## config.mk

```make
export PLATFORM = sky130hd
export DESIGN_NAME = button_array_unit
export DESIGN_NICKNAME = d
export VERILOG_FILES = /design/src/rtl/button_pkg.sv /design/src/rtl/button_channel.sv /design/src/rtl/button_array_unit.sv
export SDC_FILE = /design/constraint.sdc
export NUM_CORES = 1
export LEC_CHECK = 0
export BUFFER_PORTS_ARGS = -buffer_cell sky130_fd_sc_hd__buf_2
export CORE_MARGIN = 2
export CORE_UTILIZATION = 44
export CTS_CLUSTER_SIZE = 28
export DETAILED_ROUTE_END_ITERATION = 10
export PLACE_DENSITY = 0.61
export SKIP_LAST_GASP = 1
export SYNTH_ARGS = -nofsm -noshare
export SYNTH_HDL_FRONTEND = slang
export SYNTH_HIERARCHICAL = 1
export SYNTH_SLANG_ARGS = --single-unit
```

## constraint.sdc

```tcl
create_clock -name clk -period 4.62 [get_ports clk]
set_input_delay 0 -clock clk [delete_from_list [all_inputs] [get_ports clk]]
set_output_delay 0 -clock clk [all_outputs]
set_load 0.03 [all_outputs]
```

## src/rtl/button_pkg.sv

```systemverilog
// Shared types and constants for the button conditioning blocks: hold-state
// encoding, hold-counter sizing and the 100 MHz board defaults.
package button_pkg;

    typedef enum logic [1:0] {
        IDLE   = 2'd0,
        DELAY  = 2'd1,
        REPEAT = 2'd2
    } hold_state_e;

    localparam int DEF_N              = 4;
    localparam int DEF_DEBOUNCE_WIDTH = 20;
    localparam int DEF_REPEAT_DELAY   = 25_000_000;
    localparam int DEF_REPEAT_PERIOD  = 5_000_000;
    localparam int DEF_LONG_PRESS     = 100_000_000;

    // One spare bit above the largest compare value, so saturation can never
    // land on a value that triggers a repeat or long-press.
    function automatic int hold_cnt_width(input int delay, input int period, input int long_press);
        int m;
        m = delay;
        if (period > m) m = period;
        if (long_press > m) m = long_press;
        return $clog2(m) + 1;
    endfunction

endpackage

```

## src/rtl/button_channel.sv

```systemverilog
// One button channel: 2-flop synchronizer, counting debouncer, registered
// press/release edges and the hold FSM (auto-repeat and one-shot long-press).
module button_channel
    import button_pkg::*;
#(
    parameter int DEBOUNCE_WIDTH = DEF_DEBOUNCE_WIDTH,
    parameter int REPEAT_DELAY   = DEF_REPEAT_DELAY,
    parameter int REPEAT_PERIOD  = DEF_REPEAT_PERIOD,
    parameter int LONG_PRESS     = DEF_LONG_PRESS
) (
    input  logic clk,
    input  logic reset,
    input  logic btn_in,
    input  logic repeat_en,
    output logic press,
    output logic release_pulse,
    output logic event_pulse,
    output logic long_press,
    output logic held
);

    localparam int HW = hold_cnt_width(REPEAT_DELAY, REPEAT_PERIOD, LONG_PRESS);
    localparam int PW = $clog2(REPEAT_PERIOD) + 1;

    localparam logic [DEBOUNCE_WIDTH-1:0] DB_ONES  = '1;
    localparam logic [DEBOUNCE_WIDTH-1:0] DB_LAST  = DB_ONES - DEBOUNCE_WIDTH'(1);
    localparam logic [HW-1:0]             HOLD_MAX = '1;
    localparam logic [HW-1:0]             RD_CNT   = HW'(REPEAT_DELAY);
    localparam logic [HW-1:0]             LP_CNT   = HW'(LONG_PRESS);
    localparam logic [PW-1:0]             RP_CNT   = PW'(REPEAT_PERIOD);

    logic                      sync1_q, sync1_d, sync2_q, sync2_d;
    logic [DEBOUNCE_WIDTH-1:0] db_cnt_q, db_cnt_d;
    logic                      held_q, held_d, held_prev_q, held_prev_d;
    logic                      press_q, press_d, release_q, release_d;
    logic                      event_q, event_d, long_q, long_d;
    hold_state_e               state_q, state_d;
    logic [HW-1:0]             hold_cnt_q, hold_cnt_d;
    logic [PW-1:0]             per_cnt_q, per_cnt_d;
    logic                      lp_done_q, lp_done_d;
    logic                      rise, fall, rep, lp;

    // NOTE: every signal gets a default at the top of always_comb so no path
    // leaves one unassigned, which would otherwise infer a latch.
    always_comb begin
        sync1_d     = btn_in;
        sync2_d     = sync1_q;
        db_cnt_d    = '0;
        held_d      = held_q;
        held_prev_d = held_q;
        state_d     = state_q;
        hold_cnt_d  = hold_cnt_q;
        per_cnt_d   = per_cnt_q;
        lp_done_d   = lp_done_q;
        rep         = 1'b0;
        lp          = 1'b0;

        // Flip on the edge where the counter would reach all-ones, so the
        // counter itself never holds that value and restarts from zero.
        if (sync2_q != held_q) begin
            if (db_cnt_q == DB_LAST) held_d = ~held_q;
            else                     db_cnt_d = db_cnt_q + DEBOUNCE_WIDTH'(1);
        end

        rise = held_q & ~held_prev_q;
        fall = ~held_q & held_prev_q;

        if (fall) begin
            state_d    = IDLE;
            hold_cnt_d = '0;
            per_cnt_d  = '0;
            lp_done_d  = 1'b0;
        end else if (rise) begin
            state_d    = DELAY;
            hold_cnt_d = HW'(1);
            per_cnt_d  = '0;
            lp_done_d  = 1'b0;
        end else if (state_q != IDLE) begin
            if (hold_cnt_q != HOLD_MAX) hold_cnt_d = hold_cnt_q + HW'(1);
            if (hold_cnt_q == LP_CNT && !lp_done_q) begin
                lp        = 1'b1;
                lp_done_d = 1'b1;
            end
            case (state_q)
                DELAY: begin
                    // Late enable (count already past the delay) enters REPEAT silently.
                    if (repeat_en && hold_cnt_q >= RD_CNT) begin
                        state_d   = REPEAT;
                        per_cnt_d = PW'(1);
                        rep       = (hold_cnt_q == RD_CNT);
                    end
                end
                REPEAT: begin
                    if (!repeat_en) begin
                        state_d   = DELAY;
                        per_cnt_d = '0;
                    end else if (per_cnt_q == RP_CNT) begin
                        rep       = 1'b1;
                        per_cnt_d = PW'(1);
                    end else begin
                        per_cnt_d = per_cnt_q + PW'(1);
                    end
                end
                default: ;
            endcase
        end

        press_d   = rise;
        release_d = fall;
        event_d   = rise | rep;
        long_d    = lp;
    end

    // NOTE: sequential state uses non-blocking assignments so every flop
    // samples the pre-edge value of every other flop.
    always_ff @(posedge clk or negedge reset) begin
        if (!reset) begin
            sync1_q     <= 1'b0;
            sync2_q     <= 1'b0;
            db_cnt_q    <= '0;
            held_q      <= 1'b0;
            held_prev_q <= 1'b0;
            press_q     <= 1'b0;
            release_q   <= 1'b0;
            event_q     <= 1'b0;
            long_q      <= 1'b0;
            state_q     <= IDLE;
            hold_cnt_q  <= '0;
            per_cnt_q   <= '0;
            lp_done_q   <= 1'b0;
        end else begin
            sync1_q     <= sync1_d;
            sync2_q     <= sync2_d;
            db_cnt_q    <= db_cnt_d;
            held_q      <= held_d;
            held_prev_q <= held_prev_d;
            press_q     <= press_d;
            release_q   <= release_d;
            event_q     <= event_d;
            long_q      <= long_d;
            state_q     <= state_d;
            hold_cnt_q  <= hold_cnt_d;
            per_cnt_q   <= per_cnt_d;
            lp_done_q   <= lp_done_d;
        end
    end

    assign press         = press_q;
    assign release_pulse = release_q;
    assign event_pulse   = event_q;
    assign long_press    = long_q;
    assign held          = held_q;

endmodule

```

## src/rtl/button_array_unit.sv

```systemverilog
// N independent button channels turning bouncy board buttons into clean
// single-cycle press/release/repeat/long-press events.
module button_array_unit
    import button_pkg::*;
#(
    parameter int N              = DEF_N,
    parameter int DEBOUNCE_WIDTH = DEF_DEBOUNCE_WIDTH,
    parameter int REPEAT_DELAY   = DEF_REPEAT_DELAY,
    parameter int REPEAT_PERIOD  = DEF_REPEAT_PERIOD,
    parameter int LONG_PRESS     = DEF_LONG_PRESS
) (
    input  logic         clk,
    input  logic         reset,
    input  logic [N-1:0] in,
    input  logic [N-1:0] repeat_en,
    output logic [N-1:0] press,
    output logic [N-1:0] release_pulse,
    output logic [N-1:0] event_pulse,
    output logic [N-1:0] long_press,
    output logic [N-1:0] held
);

    for (genvar i = 0; i < N; i++) begin : g_ch
        button_channel #(
            .DEBOUNCE_WIDTH(DEBOUNCE_WIDTH),
            .REPEAT_DELAY  (REPEAT_DELAY),
            .REPEAT_PERIOD (REPEAT_PERIOD),
            .LONG_PRESS    (LONG_PRESS)
        ) u_ch (
            .clk          (clk),
            .reset        (reset),
            .btn_in       (in[i]),
            .repeat_en    (repeat_en[i]),
            .press        (press[i]),
            .release_pulse(release_pulse[i]),
            .event_pulse  (event_pulse[i]),
            .long_press   (long_press[i]),
            .held         (held[i])
        );
    end

endmodule

```

## Yosys cells after proc, flatten, opt, wreduce, memory -nomap -nowiden

Index checks and enable logic that the tools add are counted.

- Register bits: 332
- Output and inout bits: 20
- Word-level logic and storage cells: 316

- Reduce and logical (&&, ||, !) cells: 52
- Add/subtract/negate cells: 12
- $lt $le $gt $ge: 4
- Mux-type cells: 136
- Equal/unequal tests: 40
- Bitwise gates (word level): 20

Operators with widths:

| operator | count |
|---|---|
| 24-bit two-way mux | 24 |
| 28-bit two-way mux | 16 |
| 24-bit case mux with 2 select lines | 4 |
| 20-bit two-way mux | 8 |
| 28-bit by 1-bit adder with 28-bit output (second input constant) | 4 |
| 28-bit by 25-bit equality test with 1-bit output (second input constant) | 4 |
| 28-bit by 27-bit equality test with 1-bit output (second input constant) | 4 |
| 28-bit by 25-bit greater-or-equal comparator with 1-bit output (second input constant) | 4 |
| 28-bit != test (second input constant) | 4 |
| 24-bit by 1-bit adder with 24-bit output (second input constant) | 4 |
| 24-bit by 23-bit equality test with 1-bit output (second input constant) | 4 |
| 20-bit by 1-bit adder with 20-bit output (second input constant) | 4 |
| 20-bit equality test (second input constant) | 4 |
| 1-bit two-way mux | 56 |
| 2-bit two-way mux | 20 |
| 3-bit nonzero test | 12 |
| 2-bit AND reduction | 12 |
| 4-bit by 1-bit != test with 1-bit output (second input constant) | 4 |
| 4-bit by 2-bit != test with 1-bit output (second input constant) | 4 |
| 2-bit case mux with 2 select lines | 4 |
| 4-bit AND reduction | 4 |
| 4-bit nonzero test | 4 |
| 3-bit AND reduction | 4 |
| 1-bit AND | 8 |
| 9 further kinds | 44 |

## Longest topological paths before layout

Gate-level depths: netlist (run 1).

- Word-level depth: 8
- Mapped depth: 10
- Depth with buffers taken out: 8

## By module

The synthesis (run 1) kept the hierarchy.

Modules (own cells, without submodules):

| module | seq. area each (µm²) | times used | cells an instance | area each (µm²) |
|---|---|---|---|---|
| button_channel at g_ch[0].u_ch ... | 2077.0 | 2 | 529 | 5028.6 |
| button_channel at g_ch[1].u_ch | 2077.0 | 1 | 578 | 5047.3 |
| button_channel at g_ch[3].u_ch | 2077.0 | 1 | 512 | 4640.7 |

## Least setup slack after synthesis (run 1)

Ideal clock, no wire load.

- Kind: reg-to-reg
- Start: register g_ch[1].u_ch.held_q
- End: register g_ch[1].u_ch.per_cnt_q[16]
- Stages on the path, launching flop included: 9
- Arrival time: 2.287 ns
- Slack: 2.253 ns
- Required time: 4.541 ns
- Cell sequence: dfrtp_1 inv_1 ha_1 clkbuf_1 a21boi_1 a211oi_1 clkbuf_1 nand3_1 mux2i_1

- Longest elaborated chain between the ends: 4
- Elaborated cells between the ends (all ways): 9

RTL lines:

| item | RTL line | source |
|---|---|---|
| start, declared | button_channel.sv:34 | `logic held_q, held_d, held_prev_q, held_prev_d;` |
| start signal, assigned | button_channel.sv:135 | `held_q <= held_d;` |
| 1-bit NOT | button_channel.sv:66 | `fall = ~held_q & held_prev_q;` |
| 1-bit AND | button_channel.sv:66 |  |
| 4-bit by 1-bit != test with 1-bit output (no line) (tied with other cells) | - |  |
| 3-bit AND reduction (no line) | - |  |
| end signal, assigned | button_channel.sv:143 | `per_cnt_q <= per_cnt_d;` |
| end, declared | button_channel.sv:39 | `logic [PW-1:0] per_cnt_q, per_cnt_d;` |

Several ways; a longest one is shown, not always the timed one.
A chain may end at the register's enable or synchronous reset.

## Worst setup path in the final report (run 1)

- Start: register g_ch[2].u_ch.held_q
- End: register g_ch[2].u_ch.per_cnt_q[4]

- Longest elaborated chain between the ends: 4
- Elaborated cells between the ends (all ways): 9

RTL lines:

| item | RTL line | source |
|---|---|---|
| start, declared | button_channel.sv:34 |  |
| start signal, assigned | button_channel.sv:135 |  |
| 1-bit NOT * | button_channel.sv:66 |  |
| 1-bit AND * | button_channel.sv:66 |  |
| named net g_ch[2].u_ch.fall | button_channel.sv:41 | `logic rise, fall, rep, lp;` |
| 4-bit by 1-bit != test with 1-bit output (no line) (tied with other cells) | - |  |
| 3-bit AND reduction (no line) | - |  |
| end signal, assigned | button_channel.sv:143 |  |
| end, declared | button_channel.sv:39 |  |

The timed path passes the listed nets; every way through them passes the cells marked *.

==> results by group, run 1 <==
Timing
  – Finish-stage setup viols: 0
  – Endpoints failing hold: 0
  – Fin Setup TNS: 0 ps
  – Worst setup margin: between 1500 and 2000 ps
  – Slew @ Worst Pin: roughly 1200 ps
  – Skew final: ~15 ps
  – Final period util: between 60% and 70%
  – Final Max Slew Viols: 0
  – RSZ-0062 raised after global routing: false
  – Rel. slew slack: around 22%
  – Fin crit period: between 3000 and 4000 ps
  – Max Clk Rate: around 0.33 GHz

Global routing
  – Pin count of the biggest net entering global routing: ~110
  – Total GRT Usage: about a fifth
  – Vias in the first global route: between 15000 and 20000
  – Total global routing overflow: 0
  – Initial antenna violation count: 0
  – Global-route wire length before repair: roughly 81000 um

Worst setup path
  – Worst setup path category: flip-flop to flip-flop
  – R2R Path End: g_ch[2].u_ch/per_cnt_q[4]
  – R2R Setup Slk: approximately 1600 ps
  – Reg2reg start: g_ch[2].u_ch/held
  – Crit path from: g_ch[2].u_ch/held
  – Critical Path End Type: flip-flop
  – Reg2Reg Depth: 8
  – Worst Setup EP: g_ch[2].u_ch/per_cnt_q[4]
  – Crit path max fanout: 27
  – Crit start category: flip-flop
  – Critical path arrival: 3500 ps
  – Req. time, crit path: roughly 5000 ps

Synthesis
  – Syn_nets: about 2200
  – Flops & latches, synth: 332
  – Yosys warns: 6
  – Post-synth cell types: 96
  – Cell count after synthesis: around 2100
  – Ys flop type: dfrtp_1
  – Mapped Avg Cell Area: ~9 um2
  – Synth area leader: dfrtp_1
  – Top post-synthesis cells by area: dfrtp_1 (42%), nand3_1 (3.9%), nor2_1 (3.5%), nand2_1 (2.9%), nand4_1 (2.9%)
  – Share of the yosys chip area belonging to registers: 42.08%
  – Async SR Flop Fraction: 100.0%
  – Top cell type's share of synthesized area: a little over two fifths
  – Synth Cell Area: roughly 0.020 mm2
  – Number of flops mapped to enable cells by yosys: 0

Layout
  – Layout cells sized above 1: 9.196%
  – Nets: about 2200
  – Area growth, synth to finish: 9.657%
  – Cell area after layout: approximately 0.022 mm2
  – Ant. Diodes: 0
  – Final-layout fill cell count: just over 4000

Flow run
  – Max-cap violation count: 0

Clock tree
  – Sink Count: ~330
  – Setup Fix Bufs, Post-CTS: 0
  – Hold buffer count at CTS: 9
  – CTS tree: yes
  – Resized cells post-CTS: 0
  – Clock Tree Root: clkbuf_16
  – H-tree Lvls: 2
  – Clock tree buffer depth: 3
  – Clk slew on worst S/H paths: roughly 60 ps
  – Total CTS buffers: 40
  – Clk Latency, worst-skew pair: about 560 ps

Placed design
  – Hpwl dp: 30230 um
  – IO Port Bufs: 29
  – Place WS: 1620 ps
  – RePlAce Congestion: around 0.86
  – Dpl cell area: 0.02021 mm2

Pwr
  – Leak Pwr: between 8 and 9 nW
  – Overall power: ~7.6 mW
  – Worst VDD drop: slightly below 0.3 mV
  – Cell area power density: roughly 350 mW/mm2

Drt
  – Final ANT Viol Nets: 0
  – Via density: approximately 6
  – Starting DRT DRC Count: between 1000 and 1500
  – Remaining DRCs: 0
  – Drt first pass iters: 5
  – WL per Instance: between 15 and 20 um
  – Vias: between 15000 and 20000
  – Final wirelength: roughly 47000 um

Die
  – Die Ht: around 220 um
  – Initial core utilization: ~45%
  – Full die area: roughly 0.047 mm2
  – FP Rows: 77
  – Total core area: ~0.044 mm2
  – IO Pins: 30
  – Chip width: ~220 um

Outcome
  – Outcome: complete, no violations

Hold path
  – Worst hold path type: input pin to asynchronous set/reset pin
worst min-delay path by stage:
stage          slack, ps  startpoint                           to  cells after the start
4_1_cts               20       reset  g_ch[1].u_ch/hold_cnt_q[10]                      2
5_1_grt               70       reset  g_ch[1].u_ch/hold_cnt_q[10]                      2
3_3_place_gp          20       reset  g_ch[1].u_ch/hold_cnt_q[10]                      1
6_report              20       reset  g_ch[1].u_ch/hold_cnt_q[10]                      2
2_1_floorplan       -300       reset     g_ch[0].u_ch/db_cnt_q[0]                      0
3_5_place_dp          20       reset  g_ch[1].u_ch/hold_cnt_q[10]                      1
where the power goes:
group          total [mW]  internal (mW)  switching, mW
registers            3.16           3.02          0.144
logic                1.27          0.436          0.830
clock network        3.19           1.94           1.26
total                7.62           5.39           2.23
routing by layer:
metal	track usage (%)	vias up	wire [um]
met5	0	-	0
met1	29.38	8272	22790
met4	5.954	0	866
met3	2.622	65	2271
li1	-	8041	-
met2	31.62	415	21090
cell families after synthesis:
family	count (synthesis)	synth area share [%]
AO/OA/AOI/OAI	532	19.61
AND/OR/NAND/NOR	933	26.39
multiplexers	17	0.8808
flip-flops	332	42.08
XOR/XNOR	74	3.282
adder cells (fa/ha/maj)	44	2.788
buffers and inverters	216	4.968
synth_stat cells (38+ instances only):
| library cell | number |
|---|---|
| dfrtp_1 | 332 |
| nor2_1 | 186 |
| nand3_1 | 154 |
| nand2_1 | 153 |
| inv_1 | 99 |
| o21ai_0 | 95 |
| nand4_1 | 91 |
| a22o_1 | 55 |
| clkbuf_1 | 55 |
| a21oi_1 | 53 |
| a31oi_1 | 52 |
| nor3_1 | 49 |
| xor2_1 | 48 |
| o31ai_1 | 46 |
| and3_1 | 44 |
| ha_1 | 44 |
| and4_1 | 40 |
| o22ai_1 | 38 |
placed cells by master, fill, tap and decap left out, types with 11 or more instances in the layout:
cell type,netlist,routed
a211oi_1,25,25
a21oi_1,53,53
a22o_1,55,55
a22oi_1,19,19
a31oi_1,52,52
a32oi_1,13,13
and2_1,25,25
and3_1,44,44
and4_1,40,40
buf_2,35,28
buf_4,7,20
clkbuf_16,0,41
clkbuf_8,0,12
dfrtp_1,332,332
ha_1,44,44
inv_1,99,99
mux2i_1,14,14
nand2_1,153,153
nand2b_1,16,16
nand3_1,154,154
nand4_1,91,91
nand4b_1,14,14
nor2_1,186,186
nor2b_1,21,21
nor3_1,49,49
nor4_1,31,31
o21ai_0,95,95
o22ai_1,38,38
o2bb2ai_1,13,13
o31ai_1,46,46
o41ai_1,12,11
or2_2,13,13
or4_1,16,16
xnor2_1,26,26
xor2_1,48,48
registers in the layout (all words and copies together), names as in the netlist:
name	count
g_ch.u_ch/long_press	4
g_ch.u_ch/sync2_q	4
g_ch.u_ch/per_cnt_q	96
g_ch.u_ch/press	4
g_ch.u_ch/held_prev_q	4
g_ch.u_ch/hold_cnt_q	112
g_ch.u_ch/release_pulse	4
g_ch.u_ch/lp_done_q	4
g_ch.u_ch/db_cnt_q	80
g_ch.u_ch/state_q	8
g_ch.u_ch/sync1_q	4
g_ch.u_ch/held	4
g_ch.u_ch/event_pulse	4
area by class of cell:
| cell class | instances | area (um2) | area share (%) |
|---|---|---|---|
| Tap cell | 592 | 740.7 | 3.421 |
| Timing Repair Buffer | 59 | 415.4 | 1.919 |
| Inverter | 99 | 371.6 | 1.716 |
| Sequential cell | 332 | 8308 | 38.37 |
| Clock inverter | 13 | 127.6 | 0.5894 |
| Clock buffer | 61 | 1221 | 5.640 |
| Multi-Input combinational cell | 1600 | 10470 | 48.34 |
through the flow:
stage	instances	utilization, %	hold slack (ps)
after floorplan	2148	-	-295.6
after global placement	2673	45.71	18.02
after detailed placement	2673	45.71	19.66
after CTS	2756	48.96	24.47
after global routing	2756	48.96	70.04
final	2756	48.96	17.63
worst max-delay path: stages, from the launching register on:
cell	delay [ps]
dfrtp_1	430
inv_1	70
ha_1	280
nor2_2	130
buf_4	320
nand3_1	180
a21oi_1	720
o21ai_0	480
o31ai_1	350
Note: power is estimated with default switching activity, not from simulation.
==> inputs of run 2 (changes only) <==
--- a/config.mk
+++ b/config.mk
@@ -10,7 +10,7 @@
 export CORE_UTILIZATION = 44
 export CTS_CLUSTER_SIZE = 28
 export DETAILED_ROUTE_END_ITERATION = 10
-export PLACE_DENSITY = 0.61
+export PLACE_DENSITY = 0.63
 export SKIP_LAST_GASP = 1
 export SYNTH_ARGS = -nofsm -noshare
 export SYNTH_HDL_FRONTEND = slang
==> constraint.sdc (replaced) <==
create_clock -name clk -period 2.8 [get_ports clk]
set_input_delay 0 -clock clk [delete_from_list [all_inputs] [get_ports clk]]
set_output_delay 0 -clock clk [all_outputs]
set_load 0.03 [all_outputs]
==> results by group, run 2 (same netlist as run 1, synthesis figures left out) <==
Global routing
  – Global-route wire length before repair: 82520 um (was 80760 um)
  – Initial antenna violation count: 0 (unchanged)
  – Vias in the first global route: 16540 (was 16040)
  – Total GRT Usage: 20.65% (was 20.26%)
  – Total global routing overflow: 0 (unchanged)
  – Pin count of the biggest net entering global routing: 87 (was 113)

Timing
  – Skew final: 16.35 ps (was 15.28 ps)
  – RSZ-0062 raised after global routing: false (unchanged)
  – Slew @ Worst Pin: 1081 ps (was 1152 ps)
  – Finish-stage setup viols: 0 (unchanged)
  – Final period util: 92.43% (was 65.93%)
  – Fin crit period: 2588 ps (was 3046 ps)
  – Rel. slew slack: 27.65% (was 22.48%)
  – Final Max Slew Viols: 0 (unchanged)
  – Endpoints failing hold: 0 (unchanged)
  – Max Clk Rate: 0.3864 GHz (was 0.3283 GHz)
  – Hold Slack: 52.38 ps (was 17.63 ps)
  – Fin Setup TNS: 0 ps (unchanged)
  – Worst setup margin: 212.0 ps (was 1574 ps)

Worst setup path
  – Critical path arrival: 3030 ps (was 3500 ps)
  – Crit start category: flip-flop (unchanged)
  – Crit path max fanout: 11 (was 27)
  – Worst setup path category: flip-flop to flip-flop (unchanged)
  – Critical Path End Type: flip-flop (unchanged)
  – Req. time, crit path: 3250 ps (was 5080 ps)

Clock tree
  – H-tree Lvls: 2 (unchanged)
  – CTS tree: yes (unchanged)
  – Setup Fix Bufs, Post-CTS: 0 (unchanged)
  – Total CTS buffers: 41 (was 40)
  – Clk slew on worst S/H paths: 60 ps (about the same)
  – Hold buffer count at CTS: 9 (unchanged)
  – Sink Count: 332 (unchanged)
  – Clk Latency, worst-skew pair: 560 ps (about the same)
  – Clock Tree Root: clkbuf_16 (unchanged)
  – Resized cells post-CTS: 0 (unchanged)
  – Clock tree buffer depth: 3 (unchanged)

Drt
  – Drt first pass iters: 5 (unchanged)
  – WL per Instance: 17.07 um (was 17.06 um)
  – Remaining DRCs: 0 (unchanged)
  – Vias: 16990 (was 16790)
  – Final wirelength: 47790 um (was 47020 um)
  – Final ANT Viol Nets: 0 (unchanged)
  – Via density: 6.066 (was 6.093)
  – Starting DRT DRC Count: 1263 (was 1487)

Outcome
  – Outcome: complete, no violations (unchanged)

Hold path
  – Worst hold path type: input pin to asynchronous set/reset pin (unchanged)

Placed design
  – RePlAce Congestion: 0.8784 (was 0.8580)
  – Hpwl dp: 31740 um (was 30230 um)
  – Place WS: 251.0 ps (was 1620 ps)
  – IO Port Bufs: 29 (unchanged)

Layout
  – Layout Utilization: 49.76% (was 48.96%)
  – Largest register FFs: 112 (unchanged)
  – Top Registers: g_ch.u_ch/hold_cnt_q (112), g_ch.u_ch/per_cnt_q (96), g_ch.u_ch/db_cnt_q (80) (unchanged)
  – Most common cell after layout, fill and taps aside: dfrtp_1 (unchanged)
  – Layout cells sized above 1: 11.23% (was 9.196%)
  – Ant. Diodes: 0 (unchanged)
  – Nets: 2233 (was 2186)
  – Most frequent cells in the layout: dfrtp_1 (332), nor2_1 (186), nand3_1 (154), nand2_1 (153), inv_1 (99) (unchanged)
  – Area growth, synth to finish: 11.44% (was 9.657%)
  – Top reg by flops: g_ch.u_ch/hold_cnt_q (unchanged)

Die
  – Total core area: 0.04422 mm2 (unchanged)
  – Full die area: 0.04659 mm2 (unchanged)
  – Initial core utilization: 44.65% (unchanged)
  – FP Rows: 77 (unchanged)
  – IO Pins: 30 (unchanged)
  – Chip width: 215.8 um (unchanged)
  – Die Ht: 215.8 um (unchanged)

Pwr
  – Worst VDD drop: 0.5139 mV (was 0.2980 mV)
  – Leak Pwr: 9.111 nW (was 8.863 nW)
  – Cell area power density: 575.1 mW/mm2 (was 352.1 mW/mm2)

Flow run
  – Max-cap violation count: 0 (unchanged)
run 2: changes by cell type in the layout (fill, tap and decap cells not counted), sizes merged:
cell    delta
clkinv    +11
clkbuf    -13
inv        -2
bufinv     +2
buf       +46
run 2: through the flow:
step,power (mW),std cells,instance area (um2)
final,12.65,2800,22000
after global placement,7.403,2719,20600
after CTS,12.84,2800,22000
after floorplan,6.809,2148,19750
after detailed placement,7.452,2719,20600
after global routing,13.31,2800,22000
run 2: final timing paths:
kind	startpoint	endpoint	slack (ps)	cells past startpoint
worst max-delay path	g_ch[0].u_ch/per_cnt_q[0]	g_ch[0].u_ch/per_cnt_q[4]	210	7
worst min-delay path	reset	g_ch[1].u_ch/sync1_q	50	2
worst max register to register	g_ch[0].u_ch/per_cnt_q[0]	g_ch[0].u_ch/per_cnt_q[4]	210	7
worst min register to register	g_ch[2].u_ch/sync1_q	g_ch[2].u_ch/sync2_q	360	0
max in group asynchronous	reset	g_ch[2].u_ch/per_cnt_q[13]	1930	3
min in group clk	in[1]	g_ch[1].u_ch/sync1_q	100	2
run 2: routing by layer:
| layer | part of all wire (%) | wire length [um] | track usage (%) | vias up |
|---|---|---|---|---|
| met4 | 1.9 | 918 | 7.080 | 0 |
| met2 | 47 | 22230 | 32.94 | 410 |
| met3 | 4.5 | 2133 | 2.932 | 70 |
| met5 | 0 | 0 | 0 | - |
| met1 | 47 | 22510 | 28.81 | 8358 |
| li1 | - | - | - | 8148 |
run 2: critical path: stages (launching register included):
cell,delay [ps]
dfrtp_1,390
inv_1,80
ha_1,180
nor4bb_1,130
and4_1,220
a21oi_1,700
o21ai_0,440
o31ai_1,330
run 2: power breakdown:
group          leakage, nW  internal (mW)  switching [mW]
Sequential            4.51           4.98           0.235
Combinational         3.94          0.803            1.37
Clock                0.665           3.15            2.11
run 2: layout make-up:
type	instances	area [um2]
clock inverter	24	225.2
inverter	99	371.6
multi-input combinational	1600	10470
clock buffer	48	1092
fill	4167	22220
tap	592	740.7
sequential	332	8308
timing repair buffer	105	798.3
